## config.mk

```make
export PLATFORM = sky130hd
export DESIGN_NAME = sar_compare_search
export DESIGN_NICKNAME = d
export VERILOG_FILES = /design/src/rtl/sar_compare_search.sv
export SDC_FILE = /design/constraint.sdc
export NUM_CORES = 1
export LEC_CHECK = 0
export ABC_CLOCK_PERIOD_IN_PS = 3300
export CAP_MARGIN = 25
export CORE_UTILIZATION = 56
export DETAILED_ROUTE_END_ITERATION = 7
export PLACE_DENSITY_LB_ADDON = 0.3
export SETUP_SLACK_MARGIN = 0.2
export SYNTH_ARGS = -nofsm -noshare
export SYNTH_HDL_FRONTEND = slang
export SYNTH_SLANG_ARGS = --single-unit
```

## constraint.sdc

```tcl
create_clock -name clk -period 3.3 [get_ports clk]
set_input_delay 0.66 -clock clk [delete_from_list [all_inputs] [get_ports clk]]
set_output_delay 0.66 -clock clk [all_outputs]
set_load 0.005 [all_outputs]
```

## src/rtl/sar_compare_search.sv

```systemverilog
// Successive-approximation search controller: drives a trial operand into an external
// magnitude comparator and resolves the hidden operand MSB-first from gt/eq/lt flags.
module sar_compare_search #(
  parameter int WIDTH  = 3,
  parameter int SETTLE = 0
) (
  input  logic             clk,
  input  logic             reset,
  input  logic             start,
  input  logic             cmp_gt,
  input  logic             cmp_eq,
  input  logic             cmp_lt,
  output logic [WIDTH-1:0] trial,
  output logic             busy,
  output logic             done,
  output logic [WIDTH-1:0] result,
  output logic             found,
  output logic             err,
  output logic [1:0]       state_dbg
);

  localparam int IDX_W = (WIDTH > 1) ? $clog2(WIDTH) : 1;
  localparam logic [3:0] SETTLE_W = 4'(SETTLE);

  typedef enum logic [1:0] {
    S_IDLE   = 2'd0,
    S_PROBE  = 2'd1,
    S_VERIFY = 2'd2,
    S_DONE   = 2'd3
  } state_t;

  state_t             state_q, state_d;
  logic [WIDTH-1:0]   trial_q, trial_d;
  logic [WIDTH-1:0]   result_q, result_d;
  logic [IDX_W-1:0]   idx_q, idx_d;
  logic [3:0]         wait_q, wait_d;
  logic               found_q, found_d;
  logic               err_q, err_d;
  logic               flags_onehot;

  // Odd parity and not all three set means exactly one flag is high.
  assign flags_onehot = (cmp_gt ^ cmp_eq ^ cmp_lt) & ~(cmp_gt & cmp_eq & cmp_lt);

  always_ff @(posedge clk) begin
    if (reset) begin
      state_q  <= S_IDLE;
      trial_q  <= '0;
      result_q <= '0;
      idx_q    <= '0;
      wait_q   <= '0;
      found_q  <= 1'b0;
      err_q    <= 1'b0;
    end else begin
      state_q  <= state_d;
      trial_q  <= trial_d;
      result_q <= result_d;
      idx_q    <= idx_d;
      wait_q   <= wait_d;
      found_q  <= found_d;
      err_q    <= err_d;
    end
  end

  always_comb begin
    state_d  = state_q;
    trial_d  = trial_q;
    result_d = result_q;
    idx_d    = idx_q;
    wait_d   = wait_q;
    found_d  = found_q;
    err_d    = err_q;
    case (state_q)
      S_IDLE: begin
        if (start) begin
          trial_d          = '0;
          trial_d[WIDTH-1] = 1'b1;
          idx_d            = IDX_W'(WIDTH - 1);
          wait_d           = SETTLE_W;
          err_d            = 1'b0;
          found_d          = 1'b0;
          result_d         = '0;
          state_d          = S_PROBE;
        end
      end
      S_PROBE, S_VERIFY: begin
        // Flags are only trusted on the last cycle of each settle window.
        if (wait_q != 4'd0) begin
          wait_d = wait_q - 4'd1;
        end else if (!flags_onehot) begin
          err_d    = 1'b1;
          found_d  = 1'b0;
          result_d = trial_q;
          state_d  = S_DONE;
        end else if (state_q == S_VERIFY) begin
          result_d = trial_q;
          found_d  = cmp_eq;
          state_d  = S_DONE;
        end else if (cmp_eq) begin
          result_d = trial_q;
          found_d  = 1'b1;
          state_d  = S_DONE;
        end else begin
          if (cmp_lt) trial_d[idx_q] = 1'b0;
          wait_d = SETTLE_W;
          if (idx_q == '0) begin
            state_d = S_VERIFY;
          end else begin
            trial_d[idx_q - IDX_W'(1)] = 1'b1;
            idx_d = idx_q - IDX_W'(1);
          end
        end
      end
      S_DONE:  state_d = S_IDLE;
      default: state_d = S_IDLE;
    endcase
  end

  always_comb begin
    trial     = trial_q;
    result    = result_q;
    found     = found_q;
    err       = err_q;
    busy      = (state_q == S_PROBE) || (state_q == S_VERIFY);
    done      = (state_q == S_DONE);
    state_dbg = state_q;
  end

endmodule

```

# After elaboration in Yosys (flattened, before gate mapping)
# Index checks and enable logic that the tools add are counted.
# Widths: inputs -> output; s select.
[classes]
n_addsub = 2
order_cmp = 4
n_eq_ne = 15
n_mux = 52
bitwise_logic = 9
reduce_logical = 14
[op_table]
columns = ["cell", "count"]
rows = [
  ["$mux 3", 17],
  ["$mux 2", 12],
  ["$mux 4", 5],
  ["$ne 2x2->1 const B", 7],
  ["$pmux 3 s2", 2],
  ["$mux 1", 9],
  ["$ne 3x3->1 const B", 3],
  ["$pmux 4 s2", 1],
  ["$reduce_and 4->1", 2],
  ["$reduce_and 7->1", 1],
  ["$lt 2x3->1 const B", 2],
  ["$pmux 2 s3", 1],
  ["$reduce_and 6->1", 1],
  ["$ne 5x5->1 const B", 1],
  ["$reduce_and 5->1", 1],
  ["$demux 1 s2", 2],
  ["$eq 2x2->1 const B", 2],
  ["$ge 2x1->1 const B", 2],
  ["$logic_not 2->1", 2],
  ["$ne 4x4->1 const B", 1],
  ["$pmux 1 s2", 2],
  ["$pmux 2 s2", 1],
  ["$reduce_bool 4->1", 1],
  ["$sub 4x1->4 const B", 1],
  ["other kinds (13)", 17],
]
[word_totals]
register_bits = 16
input_bits = 6
elab_cells = 103

# Longest topological paths before layout
# Gate-level depths: netlist of run 1.
[depth]
depth_word = 19
ltp_mapped = 8
mapped_depth_nobuf = 6

# Least setup slack after synthesis of run 1
# Ideal clock, no wire load.
[synth_timing]
path_type = "input -> register"
startpoint = "input port cmp_gt"
endpoint = "register idx_q[0]"
t_arrival_ps = 2131
required_time_ps = 3185
path_slack_ps = 1055
path_stages = 5
path_buffers = 0
cell_sequence = "ha_1 > or3b_1 > a2111oi_4 > o22ai_1 > o21a_1"
[synth_between]
elab_chain_cells = 6
word_cells_on_any_way = 8
cone_classes = "1 x eq/ne; 6 x bitwise; 1 x reduce/logical"
[synth_rtl]
columns = ["element", "line", "rtl"]
rows = [
  ["start: declaration", "10", "input logic cmp_gt,"],
  ["$and 1x1->1 (2 in series)", "42", "assign flags_onehot = (cmp_gt ^ cmp_eq ^ cmp_lt) & ~(cmp_gt & cmp_eq & cmp_lt);"],
  ["$not 1->1", "42", ""],
  ["$and 1x1->1 *", "42", ""],
  ["$ne 2x2->1 (no line) *", "-", ""],
  ["$reduce_and 7->1 (no line) *", "-", ""],
  ["end signal: assignment", "57", "idx_q <= idx_d;"],
  ["end: declaration", "35", "logic [IDX_W-1:0] idx_q, idx_d;"],
]
# Mark *: on every way between the ends. The rest lies on a longest branch, timed or not.
# A chain may end at the register's enable or synchronous reset.

# Worst setup path in the final report of run 1
[layout_timing]
startpoint = "register state_q[0], in the netlist state_dbg[0]"
endpoint = "output port busy"
[layout_between]
elab_chain_cells = 2
word_cells_on_any_way = 3
cone_classes = "2 x eq/ne; 1 x reduce/logical"
[layout_rtl]
columns = ["element", "line", "rtl"]
rows = [
  ["start: declaration", "32", "state_t state_q, state_d;"],
  ["start signal: assignment", "54", "state_q <= state_d;"],
  ["$eq 2x1->1 or $eq 2x2->1 (tied branches)", "123", "busy = (state_q == S_PROBE) || (state_q == S_VERIFY);"],
  ["$logic_or 1x1->1 *", "123", ""],
  ["end: declaration", "14", "output logic busy,"],
]
# Marked as above.

==> impl_metrics.env, run 1 <==
export IMPL_gp_routability_congestion=0.874
export IMPL_clk_pin_slew_ns=0.10
export IMPL_number_of_hold_buffers_added_after_cts=0
export IMPL_global_route_wire_length_before_repair_um=4220
export IMPL_yosys_area_share_xor_xnor=0
export IMPL_cts_buffers=3
export IMPL_max_cap_violations=0
export IMPL_die_w_um=46.0
export IMPL_clk_root_buffer_cell="sky130_fd_sc_hd__clkbuf_4"
export IMPL_finalMaxSlewViolations=0
export IMPL_synth_edf_count=0
export IMPL_floorplan_initialDensity=0.615
export IMPL_finalSetupTns_ns=0
export IMPL_share_of_cells_above_drive_strength_1=0.0638
export IMPL_synth_area_in_adders=0.115
export IMPL_clock_sink_count=16
export IMPL_floorplan_die_area_um2=2120
export IMPL_synth_top_cell_by_area="sky130_fd_sc_hd__dfxtp_1"
export IMPL_postSynth_topFlopCell="sky130_fd_sc_hd__dfxtp_1"
export IMPL_clock_period_minus_final_worst_setup_slack_ns=2.70
export IMPL_worstSetupStartpoint="state_dbg[0]"
export IMPL_syn2layout_area_growth_pct=19.8
export IMPL_layout_cells_non_filler=166
export IMPL_synth_async_sr_flop_share=0
export IMPL_grt_max_degree=20
export IMPL_largest_fanout_of_any_net_on_the_critical_path=19
export IMPL_detailed_place_area_um2=1260
export IMPL_finalClockSkew_ns=0.0129
export IMPL_core_rowCount=15
export IMPL_crit_arrival_ns=2.04
export IMPL_setup_viol=0
export IMPL_power_per_cell_area_nw_per_um2=746
export IMPL_synth_mux_area_fraction=0.0277
export IMPL_io_pins=18
export IMPL_tritoncts_clock_tree="done"
export IMPL_actual_transition_at_the_worst_max_transition_pin_ns=0.576
export IMPL_numPortBuffers=17
export IMPL_finish_net_count=158
export IMPL_wire_per_inst_um=15.3
export IMPL_post_synth_and_or_nand_nor_area_fraction=0.165
export IMPL_postSynthNetCount=140
export IMPL_synth_seq_cells=16
export IMPL_detailedPlace_worstSlack_ns=0.384
export IMPL_max_clock_path_buffers=2
export IMPL_compound_gate_portion_of_the_synthesized_area=0.338
export IMPL_synth_top_area_frac=0.295
export IMPL_postCtsSetupBuffers=0
export IMPL_drt_first_pass_iters=6
export IMPL_gr_usage_all_layers=0.279
export IMPL_finalCritPeriodShare=0.817
export IMPL_peakVddDrop_mv=0.745
export IMPL_max_slew_margin=0.615
export IMPL_syn_inst=124
export IMPL_detail_route_drc_violations=0
export IMPL_critPathCaptureType="primary output"
export IMPL_drt_wl_total_um=2540
export IMPL_post_synth_cell_types=38
export IMPL_post_cts_resized=0
export IMPL_critPathRequiredTime_ns=2.64
export IMPL_number_of_warnings_reported_in_the_yosys_synthesis_log=0
export IMPL_clock_fmax_ghz=0.371
export IMPL_core_area_um2=1760
export IMPL_nFillCells=154
export IMPL_yosys_top_cells_count="sky130_fd_sc_hd__dfxtp_1 (16), sky130_fd_sc_hd__inv_1 (11), sky130_fd_sc_hd__o21ai_0 (11)"
export IMPL_startpoint_kind_of_the_worst_setup_timing_path="flip-flop"
export IMPL_ctsHtreeMaxLevel=1
export IMPL_mappedNetlistArea_um2=1080
export IMPL_final_area_um2=1300
export IMPL_worstSetupPathType="reg -> out"
export IMPL_synth_top_family_by_area="compound AO/OA/AOI/OAI gates"
export IMPL_drtAntennaViolNets=0
export IMPL_synthTopCellsByArea="sky130_fd_sc_hd__dfxtp_1 (30%), sky130_fd_sc_hd__ha_1 (12%), sky130_fd_sc_hd__o21ai_0 (5.1%), sky130_fd_sc_hd__a21oi_1 (4.2%), sky130_fd_sc_hd__inv_1 (3.8%)"
export IMPL_worst_skew_pair_late_latency_ns=0.30
export IMPL_detail_route_vias_per_cell=6.35
export IMPL_timing_hold_worst_start="result[0]"
export IMPL_die_height_um=46.0
export IMPL_hold_violations=0
export IMPL_power_leakage_nw=0.493
export IMPL_placed_cells_incl_taps=162
export IMPL_synthMostInstantiatedCell="sky130_fd_sc_hd__dfxtp_1"
export IMPL_layout_setup_ws_ns=0.605
export IMPL_worst_hold_path_type="reg -> reg"
export IMPL_initialDrtViolationCount=48
export IMPL_grt_ovfl_total=0
export IMPL_antennaDiodeCount=0
export IMPL_first_global_vias=970
export IMPL_place_hpwl_um=1780
export IMPL_run_status="finished clean"
export IMPL_num_vias=1054
export IMPL_grt_antenna_before_repair=0
export IMPL_rsz0062_at_grt="false"
export IMPL_share_of_synthesized_area_occupied_by_flip_flops_and_latches=0.295
export IMPL_ff_to_ff_start="state_dbg[0]"
export IMPL_post_synth_cell_area_avg_um2=8.75
==> routing by layer <==
layer,vias to the layer above,track usage,share of wire
met2,46,0.423,0.46
met3,6,0.0794,0.060
met1,493,0.372,0.46
li1,509,-,-
met4,0,0.100,0.013
met5,-,0,0
==> per-stage QoR <==
step / hold WS, ns / util / power (W)
finish: 0.477 / 0.737 / 0.000969
global route: 0.506 / 0.737 / 0.00104
detailed placement: 0.465 / 0.716 / 0.000823
CTS: 0.478 / 0.737 / 0.000963
global placement: 0.459 / 0.716 / 0.000820
floorplan: 0.449 / - / 0.000676
==> layout by cell type, fill, tap and decap left out, drive strengths merged, types with 4 or more instances in the layout <==
| cell type | netlist | final |
|---|---|---|
| clkdlybuf4s50 | 0 | 17 |
| o21ai | 11 | 11 |
| nor2b | 5 | 5 |
| clkbuf | 2 | 4 |
| a21oi | 9 | 9 |
| nor2 | 4 | 4 |
| ha | 10 | 10 |
| nand2 | 4 | 4 |
| inv | 11 | 11 |
| dfxtp | 16 | 16 |
==> where the power goes <==
part	total, W	internal, W	switching (W)
Sequential	0.000265	0.000230	0.0000353
Combinational	0.000572	0.000241	0.000331
Clock	0.000132	0.0000673	0.0000645
==> state kept, by name, summed over array words and instances (netlist names) <==
register and flops:
found 1, err 1, state_dbg 2, wait_q 4, result 3, trial 3
idx_q 2
==> critical path, stage by stage (launching register included) <==
cell                              delay [ns]
sky130_fd_sc_hd__dfxtp_1                0.42
sky130_fd_sc_hd__inv_1                  0.08
sky130_fd_sc_hd__ha_1                   0.63
sky130_fd_sc_hd__clkdlybuf4s50_1        0.61
==> path summary, 6_finish.rpt <==
kind                                   to  slack (ns)  depth (start not counted)
worst min register to register  result[0]        0.48                          2
worst min-delay path            result[0]        0.48                          2
worst max-delay path                 busy        0.60                          3
worst max register to register   idx_q[0]        0.89                          6
==> logic make-up (layout without fill, tap and decap cells) <==
logic type,after synthesis,in the layout
flops,16,16
mux,3,3
fa+ha+maj,10,10
compound gates,50,50
buf+inv,15,32
simple gates,30,30
==> cell type report <==
cell class,instances,area (um^2),area share
tap,25,31.3,0.0241
multi-input combinational,93,701,0.539
clock buffer,4,36.3,0.0279
inverter,11,41.3,0.0318
timing repair buffer,17,170,0.131
sequential,16,320,0.246
Note: power is estimated with default switching activity, not from simulation.
==> run 2: changes to the inputs <==
--- a/config.mk
+++ b/config.mk
@@ -5,9 +5,10 @@
 export SDC_FILE = /design/constraint.sdc
 export NUM_CORES = 1
 export LEC_CHECK = 0
-export ABC_CLOCK_PERIOD_IN_PS = 3300
+export ABC_CLOCK_PERIOD_IN_PS = 2450
 export CAP_MARGIN = 25
-export CORE_UTILIZATION = 56
+export CORE_ASPECT_RATIO = 1.5
+export CORE_UTILIZATION = 47
 export DETAILED_ROUTE_END_ITERATION = 7
 export PLACE_DENSITY_LB_ADDON = 0.3
 export SETUP_SLACK_MARGIN = 0.2
==> constraint.sdc (replaced) <==
create_clock -name clk -period 2.45 [get_ports clk]
set_input_delay 0.49 -clock clk [delete_from_list [all_inputs] [get_ports clk]]
set_output_delay 0.49 -clock clk [all_outputs]
set_load 0.005 [all_outputs]
==> impl_metrics.env, run 2 (synthesized netlist as in run 1, its figures left out) <==
export IMPL_critPathRequiredTime_ns=2.69
export IMPL_ordered_cell_list_for_the_critical_path="clkdlybuf4s50_1 -> ha_4 -> or3b_4 -> a2111oi_4 -> mux2i_1 -> o21a_1"
export IMPL_die_height_um=60.8
export IMPL_layout_common_cells="sky130_fd_sc_hd__clkdlybuf4s50_1 (16), sky130_fd_sc_hd__dfxtp_1 (15), sky130_fd_sc_hd__inv_1 (11)"
export IMPL_wire_per_inst_um=16.5
export IMPL_grt_antenna_before_repair=0
export IMPL_cts_buffers=3
export IMPL_syn2layout_area_growth_pct=29.6
export IMPL_clk_pin_slew_ns=0.10
export IMPL_drt_wl_total_um=2860
export IMPL_finalMaxSlewViolations=0
export IMPL_io_pins=18
export IMPL_crit_arrival_ns=2.43
export IMPL_place_hpwl_um=2130
export IMPL_floorplan_initialDensity=0.491
export IMPL_cpMaxStageDelayCell="sky130_fd_sc_hd__clkdlybuf4s50_1"
export IMPL_initialDrtViolationCount=47
export IMPL_worst_skew_pair_late_latency_ns=0.29
export IMPL_critical_path_max_stage_delay_ns=0.51
export IMPL_actual_transition_at_the_worst_max_transition_pin_ns=0.612
export IMPL_critPathCaptureType="flip-flop"
export IMPL_run_status="finished clean"
export IMPL_cp_top_family="compound AO/OA/AOI/OAI gates"
export IMPL_finalSetupTns_ns=0
export IMPL_die_w_um=41.2
export IMPL_worstPathBufferInverterCount=1
export IMPL_max_cap_violations=0
export IMPL_postCtsSetupBuffers=0
export IMPL_global_route_wire_length_before_repair_um=4480
export IMPL_tritoncts_clock_tree="done"
export IMPL_clock_sink_count=16
export IMPL_regMostFlops="wait_q"
export IMPL_share_of_cells_above_drive_strength_1=0.167
export IMPL_gr_usage_all_layers=0.260
export IMPL_worst_hold_path_type="reg -> reg"
export IMPL_layout_cells_most_common="sky130_fd_sc_hd__clkdlybuf4s50_1"
export IMPL_finish_net_count=168
export IMPL_worstSetupPathType="in -> reg"
export IMPL_placed_cells_incl_taps=170
export IMPL_num_vias=1143
export IMPL_floorplan_die_area_um2=2510
export IMPL_gp_routability_congestion=0.849
export IMPL_detail_route_vias_per_cell=6.61
export IMPL_hold_violations=0
export IMPL_numPortBuffers=17
export IMPL_layout_cells_non_filler=173
export IMPL_largest_fanout_of_any_net_on_the_critical_path=4
export IMPL_detail_route_drc_violations=0
export IMPL_setup_viol=0
export IMPL_rsz0062_at_grt="false"
export IMPL_power_leakage_nw=0.550
export IMPL_ff2ff_setup_slack_ns=0.30
export IMPL_core_area_um2=2210
export IMPL_number_of_hold_buffers_added_after_cts=0
export IMPL_clock_fmax_ghz=0.458
export IMPL_peakVddDrop_mv=0.833
export IMPL_ctsHtreeMaxLevel=1
export IMPL_grt_max_degree=12
export IMPL_clock_period_minus_final_worst_setup_slack_ns=2.19
export IMPL_final_worst_hold_slack_ns=0.483
export IMPL_drtAntennaViolNets=0
export IMPL_drt_first_pass_iters=4
export IMPL_antennaDiodeCount=0
export IMPL_core_rowCount=21
export IMPL_finalClockSkew_ns=0.00358
export IMPL_startpoint_kind_of_the_worst_setup_timing_path="input pin"
export IMPL_first_global_vias=1085
export IMPL_clk_root_buffer_cell="sky130_fd_sc_hd__clkbuf_4"
export IMPL_finalCritPeriodShare=0.892
export IMPL_max_clock_path_buffers=2
export IMPL_largest_register_ffs=4
export IMPL_max_slew_margin=0.590
export IMPL_grt_ovfl_total=0
export IMPL_power_per_cell_area_nw_per_um2=1010
-- run 2: cell count changes in the layout (fill, tap and decap cells not counted), sizes merged --
cell / previous run / this run
clkdlybuf4s50: 17 / 16
buf: 0 / 10
dlymetal6s2s: 0 / 1
clkbuf: 4 / 3
-- run 2: layout make-up --
type                       instances  area, um^2
multi-input combinational         93         744
timing repair buffer              27         248
clock buffer                       3        22.5
fill                             194         801
sequential                        16         322
inverter                          11        41.3
tap                               23        28.8
-- run 2: through the flow --
stage | total power, W | utilization | worst slack, ns | cell area [um^2]
floorplan | 0.000911 | - | 0.375 | 1080
global placement | 0.00118 | 0.605 | -0.0752 | 1340
detailed placement | 0.00121 | 0.605 | -0.117 | 1340
CTS | 0.00136 | 0.617 | 0.202 | 1360
global route | 0.00151 | 0.637 | 0.205 | 1410
finish | 0.00142 | 0.637 | 0.264 | 1410
-- run 2: report_power, final --
part           leakage (nW)  internal, W  switching [W]
Sequential            0.130     0.000311      0.0000484
Combinational         0.406     0.000421       0.000496
Clock                0.0138    0.0000573      0.0000884
-- run 2: per-layer routing --
layer  track usage  share of wire  vias up
met3        0.0256          0.035        7
met2         0.442           0.53       36
met5             0              0        -
met4         0.143          0.026        0
met1         0.302           0.41      569
li1              -              -      531
-- run 2: final timing paths --
check                 start        end  cells after the start
setup / recovery     cmp_gt   idx_q[0]                      6
hold / removal    result[2]  result[2]                      2
setup reg to reg  wait_q[0]   trial[0]                      6
hold reg to reg   result[2]  result[2]                      2
-- run 2: tightest hold or removal path, delay by kind of cell, from the launching register on --
family             cells  cell delay (ns)
AOI/OAI and AO/OA      2             0.12
DFF                    1             0.32
-- run 2: repair_timing --
item,in CTS,in global routing
setup endpoints to repair,2,9
pin swaps,1,2
cloned,0,0
resized for setup,1,9
==> run 3: changes to the inputs <==
--- a/config.mk
+++ b/config.mk
@@ -11,7 +11,7 @@
 export CORE_UTILIZATION = 47
 export DETAILED_ROUTE_END_ITERATION = 7
 export PLACE_DENSITY_LB_ADDON = 0.3
-export SETUP_SLACK_MARGIN = 0.2
+export SETUP_SLACK_MARGIN = 0.3
 export SYNTH_ARGS = -nofsm -noshare
 export SYNTH_HDL_FRONTEND = slang
 export SYNTH_SLANG_ARGS = --single-unit
==> impl_metrics.env, run 3 (synthesized netlist as in run 1, its figures left out) <==
export IMPL_finish_net_count=168
export IMPL_core_rowCount=21
export IMPL_initialDrtViolationCount=61
export IMPL_r2r_worst_path_cells=6
export IMPL_finalCritPeriodShare=0.868
export IMPL_placed_cells_incl_taps=170
export IMPL_largest_fanout_of_any_net_on_the_critical_path=9
export IMPL_hold_violations=0
export IMPL_wire_per_inst_um=16.6
export IMPL_crit_arrival_ns=1.64
export IMPL_detail_route_drc_violations=0
export IMPL_drt_first_pass_iters=4
export IMPL_grt_ovfl_total=0
export IMPL_layout_common_cells="sky130_fd_sc_hd__dfxtp_1 (15), sky130_fd_sc_hd__clkdlybuf4s50_1 (15), sky130_fd_sc_hd__inv_1 (10), sky130_fd_sc_hd__o21ai_0 (10), sky130_fd_sc_hd__buf_4 (10)"
export IMPL_largest_register_ffs=4
export IMPL_grt_max_degree=12
export IMPL_actual_transition_at_the_worst_max_transition_pin_ns=0.591
export IMPL_layout_setup_ws_ns=0.323
export IMPL_reg_area_um2=322
export IMPL_worst_hold_path_type="reg -> reg"
export IMPL_max_cap_violations=0
export IMPL_number_of_hold_buffers_added_after_cts=0
export IMPL_area_of_combinational_cells_with_multiple_inputs_um2=737
export IMPL_layout_cells_non_filler=173
export IMPL_setup_viol=0
export IMPL_drt_wl_total_um=2880
export IMPL_critPathCaptureType="primary output"
export IMPL_grt_antenna_before_repair=0
export IMPL_share_of_cells_above_drive_strength_1=0.173
export IMPL_syn2layout_area_growth_pct=28.5
export IMPL_totalPowerFinal_w=0.00142
export IMPL_finalMaxSlewViolations=0
export IMPL_die_height_um=60.8
export IMPL_finalClockSkew_ns=0.00475
export IMPL_gr_usage_all_layers=0.260
export IMPL_clk_root_buffer_cell="sky130_fd_sc_hd__clkbuf_4"
export IMPL_numPortBuffers=17
export IMPL_power_per_cell_area_nw_per_um2=1020
export IMPL_max_clock_path_buffers=2
export IMPL_nFillCells=202
export IMPL_cts_buffers=3
export IMPL_die_w_um=41.2
export IMPL_worst_skew_pair_late_latency_ns=0.29
export IMPL_clock_fmax_ghz=0.470
export IMPL_peakVddDrop_mv=0.828
export IMPL_core_area_um2=2210
export IMPL_first_global_vias=1077
export IMPL_rsz0062_at_grt="true"
export IMPL_ff2ff_setup_slack_ns=0.37
export IMPL_detailedPlace_worstSlack_ns=-0.117
export IMPL_run_status="finished clean"
export IMPL_power_leakage_nw=0.542
export IMPL_max_slew_margin=0.603
export IMPL_gp_routability_congestion=0.849
export IMPL_drtAntennaViolNets=0
export IMPL_regMostFlops="wait_q"
export IMPL_hold_crit_depth=2
export IMPL_clock_sink_count=16
export IMPL_clock_period_minus_final_worst_setup_slack_ns=2.13
export IMPL_critPathRequiredTime_ns=1.96
export IMPL_postCtsSetupBuffers=0
export IMPL_num_vias=1126
export IMPL_ctsHtreeMaxLevel=1
export IMPL_clk_pin_slew_ns=0.10
export IMPL_worstSetupPathType="reg -> out"
export IMPL_detail_route_vias_per_cell=6.51
export IMPL_startpoint_kind_of_the_worst_setup_timing_path="flip-flop"
export IMPL_floorplan_initialDensity=0.491
export IMPL_global_route_wire_length_before_repair_um=4490
export IMPL_io_pins=18
export IMPL_tritoncts_clock_tree="done"
export IMPL_antennaDiodeCount=0
export IMPL_floorplan_die_area_um2=2510
export IMPL_place_hpwl_um=2130
export IMPL_postLayoutCoreUtil=0.632
-- run 3: path summary, 6_finish.rpt --
path | end | from
max | busy | state_dbg[1]
min | result[2] | result[2]
max reg2reg | trial[0] | wait_q[1]
min reg2reg | result[2] | result[2]
-- run 3: layer usage --
metal / track usage / share of wire / vias to the layer above
li1: - / - / 527
met1: 0.305 / 0.39 / 550
met2: 0.444 / 0.54 / 42
met3: 0.0256 / 0.044 / 7
met5: 0 / 0 / -
met4: 0.134 / 0.024 / 0
-- run 3: stage by stage --
step / hold slack [ns] / instance area, um^2 / setup TNS [ns]
after global placement: 0.460 / 1340 / -0.212
after detailed placement: 0.473 / 1340 / -0.710
after floorplan: 0.449 / 1080 / 0
final: 0.482 / 1390 / 0
after CTS: 0.489 / 1370 / 0
after global routing: 0.507 / 1390 / 0
-- run 3: final cells by class --
cell class	count	area share
clock buffers	3	0.0162
inverters	11	0.0296
multi-input cells	93	0.529
flip-flops and latches	16	0.231
well taps	23	0.0206
repair buffers	27	0.174
-- run 3: what timing repair did --
action                     4_1_cts  5_1_grt
setup endpoints to repair       11        6
pin swaps                        6        0
resized for setup                6        6
-- run 3: critical path, stage by stage (launching register included) --
cell and delay [ns]:
sky130_fd_sc_hd__dfxtp_1 0.39, sky130_fd_sc_hd__inv_1 0.11, sky130_fd_sc_hd__ha_4 0.33, sky130_fd_sc_hd__clkdlybuf4s50_1 0.50
-- run 3: report_power, final --
| part | leakage [nW] | switching (W) | internal (W) |
|---|---|---|---|
| Combinational | 0.398 | 0.000495 | 0.000422 |
| Sequential | 0.130 | 0.0000483 | 0.000311 |
| Clock | 0.0138 | 0.0000870 | 0.0000572 |
| Total | 0.542 | 0.000630 | 0.000791 |
